## src/rtl/rtc_bcd_clock_pkg.sv

```systemverilog
// Shared definitions for the BCD real-time clock: register map, digit
// limits, time/alarm payload structs and the one-second BCD advance.
package rtc_bcd_clock_pkg;

  localparam int unsigned ADDR_W      = 11;
  localparam int unsigned DATA_W      = 4;
  localparam int unsigned ALARM_OFS_W = 3;   // log2 of the alarm channel stride

  // Time and control registers
  localparam logic [ADDR_W-1:0] ADDR_SEC0   = 11'h000;
  localparam logic [ADDR_W-1:0] ADDR_SEC1   = 11'h001;
  localparam logic [ADDR_W-1:0] ADDR_MIN0   = 11'h002;
  localparam logic [ADDR_W-1:0] ADDR_MIN1   = 11'h003;
  localparam logic [ADDR_W-1:0] ADDR_HOUR0  = 11'h004;
  localparam logic [ADDR_W-1:0] ADDR_HOUR1  = 11'h005;
  localparam logic [ADDR_W-1:0] ADDR_CTRL   = 11'h006;
  localparam logic [ADDR_W-1:0] ADDR_STATUS = 11'h007;

  // Alarm channel k lives at ALARM_BASE + k*ALARM_STRIDE
  localparam logic [ADDR_W-1:0] ALARM_BASE   = 11'h010;
  localparam logic [ADDR_W-1:0] ALARM_STRIDE = 11'h008;
  localparam logic [ALARM_OFS_W-1:0] ALM_MIN0  = 3'd0;
  localparam logic [ALARM_OFS_W-1:0] ALM_MIN1  = 3'd1;
  localparam logic [ALARM_OFS_W-1:0] ALM_HOUR0 = 3'd2;
  localparam logic [ALARM_OFS_W-1:0] ALM_HOUR1 = 3'd3;
  localparam logic [ALARM_OFS_W-1:0] ALM_EN    = 3'd4;

  // Digit limits: a digit at or above its limit wraps to zero with carry
  localparam logic [3:0] LIM_UNITS   = 4'd9;
  localparam logic [2:0] LIM_TENS    = 3'd5;
  localparam logic [1:0] HOUR1_LAST  = 2'd2;
  localparam logic [3:0] HOUR0_AT_20 = 4'd3;

  typedef struct packed {
    logic [1:0] hour1;
    logic [3:0] hour0;
    logic [2:0] min1;
    logic [3:0] min0;
    logic [2:0] sec1;
    logic [3:0] sec0;
  } bcd_time_t;

  typedef struct packed {
    logic [1:0] hour1;
    logic [3:0] hour0;
    logic [2:0] min1;
    logic [3:0] min0;
  } hhmm_t;

  // One-second advance; carries ripple only through this function
  function automatic bcd_time_t bcd_advance(input bcd_time_t t);
    bcd_time_t n;
    logic c_s1, c_m0, c_m1, c_h;
    n    = t;
    c_s1 = (t.sec0 >= LIM_UNITS);
    n.sec0 = c_s1 ? 4'd0 : t.sec0 + 4'd1;
    c_m0 = c_s1 && (t.sec1 >= LIM_TENS);
    if (c_s1) n.sec1 = (t.sec1 >= LIM_TENS) ? 3'd0 : t.sec1 + 3'd1;
    c_m1 = c_m0 && (t.min0 >= LIM_UNITS);
    if (c_m0) n.min0 = (t.min0 >= LIM_UNITS) ? 4'd0 : t.min0 + 4'd1;
    c_h  = c_m1 && (t.min1 >= LIM_TENS);
    if (c_m1) n.min1 = (t.min1 >= LIM_TENS) ? 3'd0 : t.min1 + 3'd1;
    if (c_h) begin
      if (t.hour1 == HOUR1_LAST && t.hour0 >= HOUR0_AT_20) begin
        n.hour1 = 2'd0;
        n.hour0 = 4'd0;
      end else if (t.hour0 >= LIM_UNITS) begin
        n.hour0 = 4'd0;
        n.hour1 = t.hour1 + 2'd1;
      end else begin
        n.hour0 = t.hour0 + 4'd1;
      end
    end
    return n;
  endfunction

endpackage

```

## src/rtl/rtc_alarm_cmp.sv

```systemverilog
// One HH:MM alarm channel: holds the alarm digits and enable, decodes its
// own register window and flags when the current time is HH:MM:00.
// Ports: clk, rst (sync, active-high); wr (qualified write strobe), address,
// data_in; now (current time); en (enable register); match_c (time equals
// alarm at :00 with enable set); rdata_c (register read value, 0 if not hit).
module rtc_alarm_cmp
  import rtc_bcd_clock_pkg::*;
#(
  parameter int unsigned IDX = 0
) (
  input  logic              clk,
  input  logic              rst,
  input  logic              wr,
  input  logic [ADDR_W-1:0] address,
  input  logic [DATA_W-1:0] data_in,
  input  bcd_time_t         now,
  output logic              en,
  output logic              match_c,
  output logic [DATA_W-1:0] rdata_c
);

  localparam logic [ADDR_W-1:0] BASE = ADDR_W'(ALARM_BASE + IDX * ALARM_STRIDE);

  hhmm_t                  alm;
  logic                   hit;
  logic [ALARM_OFS_W-1:0] ofs;

  assign hit = (address[ADDR_W-1:ALARM_OFS_W] == BASE[ADDR_W-1:ALARM_OFS_W]);
  assign ofs = address[ALARM_OFS_W-1:0];

  // Alarm digit and enable registers
  always_ff @(posedge clk) begin
    if (rst) begin
      alm <= '0;
      en  <= 1'b0;
    end else if (wr && hit) begin
      case (ofs)
        ALM_MIN0:  alm.min0  <= data_in;
        ALM_MIN1:  alm.min1  <= data_in[2:0];
        ALM_HOUR0: alm.hour0 <= data_in;
        ALM_HOUR1: alm.hour1 <= data_in[1:0];
        ALM_EN:    en        <= data_in[0];
        default:   ;
      endcase
    end
  end

  assign match_c = en && (now.sec1 == 3'd0) && (now.sec0 == 4'd0) &&
                   (now.min0 == alm.min0) && (now.min1 == alm.min1) &&
                   (now.hour0 == alm.hour0) && (now.hour1 == alm.hour1);

  always_comb begin
    rdata_c = '0;
    if (hit) begin
      case (ofs)
        ALM_MIN0:  rdata_c = alm.min0;
        ALM_MIN1:  rdata_c = {1'b0, alm.min1};
        ALM_HOUR0: rdata_c = alm.hour0;
        ALM_HOUR1: rdata_c = {2'b00, alm.hour1};
        ALM_EN:    rdata_c = {3'b000, en};
        default:   rdata_c = '0;
      endcase
    end
  end

endmodule

```

## src/rtl/rtc_bcd_clock.sv

```systemverilog
// BCD 24-hour real-time clock with a 4-bit register port and optional
// HH:MM alarm channels (enabled by defining RTC_ALARM_EN).
// Ports: clk, rst (sync, active-high); sel, write_en, address, data_in,
// data_out (registered read); sec1/sec0, min1/min0, hour1/hour0 (display
// digits); tick_1hz (one-cycle pulse after each second advance);
// alarm_irq (per-channel pending & enable, 0 without RTC_ALARM_EN).
module rtc_bcd_clock
  import rtc_bcd_clock_pkg::*;
#(
  parameter int unsigned CLK_HZ     = 50000000,
  parameter int unsigned NUM_ALARMS = 2
) (
  input  logic                  clk,
  input  logic                  rst,
  input  logic                  sel,
  input  logic                  write_en,
  input  logic [ADDR_W-1:0]     address,
  input  logic [DATA_W-1:0]     data_in,
  output logic [DATA_W-1:0]     data_out,
  output logic [2:0]            sec1,
  output logic [3:0]            sec0,
  output logic [2:0]            min1,
  output logic [3:0]            min0,
  output logic [1:0]            hour1,
  output logic [3:0]            hour0,
  output logic                  tick_1hz,
  output logic [NUM_ALARMS-1:0] alarm_irq
);

  localparam int unsigned     PW    = (CLK_HZ > 2) ? $clog2(CLK_HZ) : 1;
  localparam logic [PW-1:0]   P_MAX = PW'(CLK_HZ - 1);

  bcd_time_t         now;
  logic [PW-1:0]     p;
  logic              run;
  logic              wr;
  logic              time_wr;
  logic              advance;
  logic [DATA_W-1:0] rdata_c;

  assign wr      = sel && write_en;
  assign time_wr = wr && (address <= ADDR_HOUR1);
  // A CPU time write restarts the second and swallows this cycle's advance
  assign advance = run && (p == P_MAX) && !time_wr;

  assign sec0  = now.sec0;
  assign sec1  = now.sec1;
  assign min0  = now.min0;
  assign min1  = now.min1;
  assign hour0 = now.hour0;
  assign hour1 = now.hour1;

  // Prescaler, time digits, control, tick and read-data registers
  always_ff @(posedge clk) begin
    if (rst) begin
      now      <= '0;
      p        <= '0;
      run      <= 1'b1;
      tick_1hz <= 1'b0;
      data_out <= '0;
    end else begin
      if (time_wr) begin
        p <= '0;
        case (address[2:0])
          3'd0:    now.sec0  <= data_in;
          3'd1:    now.sec1  <= data_in[2:0];
          3'd2:    now.min0  <= data_in;
          3'd3:    now.min1  <= data_in[2:0];
          3'd4:    now.hour0 <= data_in;
          3'd5:    now.hour1 <= data_in[1:0];
          default: ;
        endcase
      end else if (advance) begin
        p   <= '0;
        now <= bcd_advance(now);
      end else if (run) begin
        p <= p + PW'(1);
      end
      if (wr && address == ADDR_CTRL) run <= data_in[0];
      tick_1hz <= advance;
      if (sel) data_out <= rdata_c;
    end
  end

`ifdef RTC_ALARM_EN
  logic [NUM_ALARMS-1:0] match_vec;
  logic [NUM_ALARMS-1:0] en_vec;
  logic [NUM_ALARMS-1:0] pending;
  logic [NUM_ALARMS-1:0] w1c;
  logic [NUM_ALARMS-1:0] set;
  logic [DATA_W-1:0]     alm_rd [NUM_ALARMS];
  logic [DATA_W-1:0]     alm_rd_or;

  for (genvar k = 0; k < NUM_ALARMS; k++) begin : g_alarm
    rtc_alarm_cmp #(.IDX(k)) u_cmp (
      .clk     (clk),
      .rst     (rst),
      .wr      (wr),
      .address (address),
      .data_in (data_in),
      .now     (now),
      .en      (en_vec[k]),
      .match_c (match_vec[k]),
      .rdata_c (alm_rd[k])
    );
  end

  always_comb begin
    alm_rd_or = '0;
    for (int i = 0; i < NUM_ALARMS; i++) alm_rd_or = alm_rd_or | alm_rd[i];
  end

  // tick_1hz marks the cycle in which the digits show the freshly advanced time
  assign set = tick_1hz ? match_vec : '0;
  assign w1c = (wr && address == ADDR_STATUS) ? data_in[NUM_ALARMS-1:0] : '0;

  // Pending flags; a new match beats a same-cycle write-1-to-clear
  always_ff @(posedge clk) begin
    if (rst) pending <= '0;
    else     pending <= (pending & ~w1c) | set;
  end

  assign alarm_irq = pending & en_vec;
`else
  assign alarm_irq = '0;
`endif

  // Register read mux
  always_comb begin
    rdata_c = '0;
    case (address)
      ADDR_SEC0:   rdata_c = now.sec0;
      ADDR_SEC1:   rdata_c = {1'b0, now.sec1};
      ADDR_MIN0:   rdata_c = now.min0;
      ADDR_MIN1:   rdata_c = {1'b0, now.min1};
      ADDR_HOUR0:  rdata_c = now.hour0;
      ADDR_HOUR1:  rdata_c = {2'b00, now.hour1};
      ADDR_CTRL:   rdata_c = {3'b000, run};
`ifdef RTC_ALARM_EN
      ADDR_STATUS: rdata_c = DATA_W'(pending);
`endif
      default:     rdata_c = '0;
    endcase
`ifdef RTC_ALARM_EN
    rdata_c = rdata_c | alm_rd_or;
`endif
  end

endmodule
```

## config.mk

```make
export PLATFORM = sky130hd
export DESIGN_NAME = rtc_bcd_clock
export DESIGN_NICKNAME = d
export VERILOG_FILES = /design/src/rtl/rtc_bcd_clock_pkg.sv /design/src/rtl/rtc_alarm_cmp.sv /design/src/rtl/rtc_bcd_clock.sv
export SDC_FILE = /design/constraint.sdc
export NUM_CORES = 1
export LEC_CHECK = 0
export ABC_AREA = 1
export CORE_MARGIN = 8
export CORE_UTILIZATION = 51
export CTS_CLUSTER_DIAMETER = 30
export CTS_CLUSTER_SIZE = 25
export DETAILED_ROUTE_END_ITERATION = 16
export GPL_ROUTABILITY_DRIVEN = 0
export PLACE_DENSITY = 0.83
export SLEW_MARGIN = 30
export SYNTH_ARGS = -nofsm -noshare
export SYNTH_HDL_FRONTEND = slang
export SYNTH_HIERARCHICAL = 1
export SYNTH_SLANG_ARGS = --single-unit
```

## constraint.sdc

```tcl
create_clock -name clk -period 1.61 [get_ports clk]
set_input_delay 0.322 -clock clk [delete_from_list [all_inputs] [get_ports clk]]
set_output_delay 0.322 -clock clk [all_outputs]
set_load 0.01 [all_outputs]
```

==> reports/summary.txt <==
I/O pin cnt - 46
Crit path max-delay cell type - dlygate4sd2_1
Initial antenna violation count - 0
# setup viols final - 5
Post-route ant nets - 0
Crit path capture type - register
Die X - 100 um
Register area share after synthesis - 28.6%
Die Ht - 100 um
Commonest cells in the synthesized netlist - nand2_1, nor2_1, inv_1
TritonCTS buffer count - 5
Avg Synthesized Cell Area - 6.60 um2
Status - finished, violations left
Met2 Use GR - 41.8%
CTS clk-pin slew, worst paths - 0.10 ns
Synth top area cells - dfxtp_1, nand2_1, nor2_1, nand3_1, inv_1
Num Clock Sinks - 52
Post-DP Area - 4650 um2
CTS tree - built
Via density - 5.59
Final period utilization - 106%
Wire length per cell - 16.0 um
Core area - 7100 um2
H-tree depth - 2
Critical path class - input port to register
Reg2Reg Launch Point - run
Synth Flop Type - dfxtp_1
Slew Limit Fails - 0
Setup TNS - -0.145 ns
Clock root buffer - clkbuf_8
Overflow after GRT - 0
Maxcap violations - 0
Slack of the worst reg-to-reg path - -0.04 ns
Skew final - 0.0143 ns
Startpoint types - input port
DP Worst Slack - -0.464 ns
RSZ-0062 raised after global routing - yes
Starting density of the core - 51.3%
Reg2reg end - p[19]
Placed Instances - 753
Max stage delay on crit path - 0.28 ns
R2R cell count - 8
FFs w/ async S/R, synth - 0%
Count of different cell masters after synthesis - 37
Crit-path cells - dlygate4sd2_1, inv_1, nand2_1, nor2_2, nand3_2, nand2_4, nand3_1, nand2_1, a21oi_2, nor2_1
First-pass GRT wire length - 17.8 mm
Longest Clk Path Bufs - 2
Area delta synth->final - 44.7%
Vias in the first global route - 4024
Peak supply drop - 0.000371 V
Failing checks - setup timing
IO Port Bufs - 43
DRC - 0
Pleak - 0.00252 uW
Fin cells - 777
Min-delay src - data_out[3]
Cells on Worst Hold Path - 2
DRT Pass-1 Iters - 5
Final instance area - 5270 um2
# rows - 31
DIE AREA - 10100 um2
Largest net degree at the start of global routing - 20
Yosys top cell area share - 28.6%
Worst Path Required - 1.85 ns
Routing usage on met3 - 3.31%
Cell repeated most along the worst path - nand2_1
Critical Path AT - 1.95 ns
Synthesis Warnings - 6
WL final - 12.5 mm
GRT met1 Usage - 22.0%
Post-synth EDFFs - 0
Share of cells above drive strength 1 - 32.4%
Max Freq - 0.587 GHz
Final Hold Viols - 0
Period minus WS final - 1.70 ns
Largest area contributor in the netlist - dfxtp_1
Hold buffer count at cts - 0
Final setup margin - -0.0927 ns
Flops & latches, synth - 52
GR Util All Layers - 21.8%
Fillers - 497
Worst hold path class - register to register
HPWL after DPL - 8.34 mm
Worst-path fanout max - 7
DR iter-0 viols - 335
Fin util - 74.2%
Power per cell area - 465 nW/um2
Clk_lat worst skew - 0.32 ns
Most numerous cell in the Yosys netlist - nand2_1
Vias post-DR - 4346
Final nets - 710
Mapped Area - 3640 um2
Cells after synthesis - 552
Grt peak-use layer - met2
Diode count - 0
Hold Path End - data_out[3]
## final cells by class
cell class                      count  area (um2)  area share (%)
Clock inverter                      2        35.0           0.665
Clock buffer                        6        72.6            1.38
Timing Repair Buffer              128        1140            21.6
Multi-Input combinational cell    431        2590            49.2
Inverter                           59         224            4.25
Tap cell                           99         124            2.35
Sequential cell                    52        1080            20.6
## layout by cell type (no fill, tap or decap), types with 3 or more instances in the layout
master	count
nand3_2	14
nor3_2	3
o21ai_0	9
buf_6	6
nor2_1	83
a21oi_1	15
or2_2	3
xnor2_1	9
nand4_1	16
nor2_4	11
nor3_1	9
ha_1	12
dfxtp_1	26
nand2_2	19
xor2_1	16
inv_2	4
clkbuf_8	5
inv_1	54
nand3_4	6
dlygate4sd2_1	11
dlymetal6s2s_1	14
dfxtp_2	22
nand2_4	9
dfxtp_4	4
nand2_1	111
clkdlybuf4s50_1	18
buf_4	77
o21ai_1	7
nor2_2	17
a21oi_2	4
nand3_1	37
## worst max-delay path by stage
stage | start | end | slack, ns | cells after the start
2_1_floorplan | min0[0] | hour0[2] | 0.06 | 10
4_1_cts | address[0] | min0[3] | -0.006 | 10
5_1_grt | sec0[0] | hour0[3] | -0.12 | 11
3_3_place_gp | address[1] | sec0[1] | -0.36 | 11
3_5_place_dp | address[1] | sec0[2] | -0.46 | 10
6_report | address[3] | min0[3] | -0.09 | 10
## critical path: cells and delay by family
kind | cells | cell delay [ns]
AO/OA/AOI/OAI | 1 | 0.05
buffers and inverters | 2 | 0.37
AND/OR/NAND/NOR | 7 | 1.19
## power by group
| part | leakage [uW] | internal [uW] | switching (uW) |
|---|---|---|---|
| clock | 0.0000552 | 462 | 452 |
| sequential | 0.000432 | 1290 | 9.63 |
| combinational | 0.00204 | 110 | 127 |
| total | 0.00252 | 1860 | 589 |
## repair_timing
item                       4_1_cts  5_1_grt
gates resized for setup         43       99
pin swaps                        7       39
buffers inserted                 2       14
setup endpoints to repair       40       60
## flip-flops by register name, indices dropped and copies added, names as in the netlist
name and count:
min0 4, sec0 4, min1 3, p 26
tick_1hz 1, sec1 3, hour0 4, data_out 4
hour1 2, run 1
## layer usage
layer | up-vias | routed length (um)
met5 | - | 0
met4 | 0 | 687
met3 | 78 | 979
met2 | 259 | 6420
met1 | 1992 | 4380
li1 | 2017 | -
## stage by stage
stage | hold WS [ns] | total power [uW]
2_1_floorplan | 0.391 | 1430
3_3_place_gp | 0.447 | 1540
3_5_place_dp | 0.453 | 1540
4_1_cts | 0.467 | 2440
5_1_grt | 0.494 | 2510
6_report | 0.471 | 2450
## kinds of logic (layout without fill, tap and decap cells)
kind of cell    Yosys count  in the layout  synth area share, %
buf+inv                  70            195                 8.49
xor+xnor                 25             25                 6.01
compound gates           40             40                 6.29
other cells               1              2                0.103
flops                    52             52                 28.6
fa+ha+maj                14             14                 4.81
simple gates            350            350                 45.7
Power figures use the tool's default switching activity.
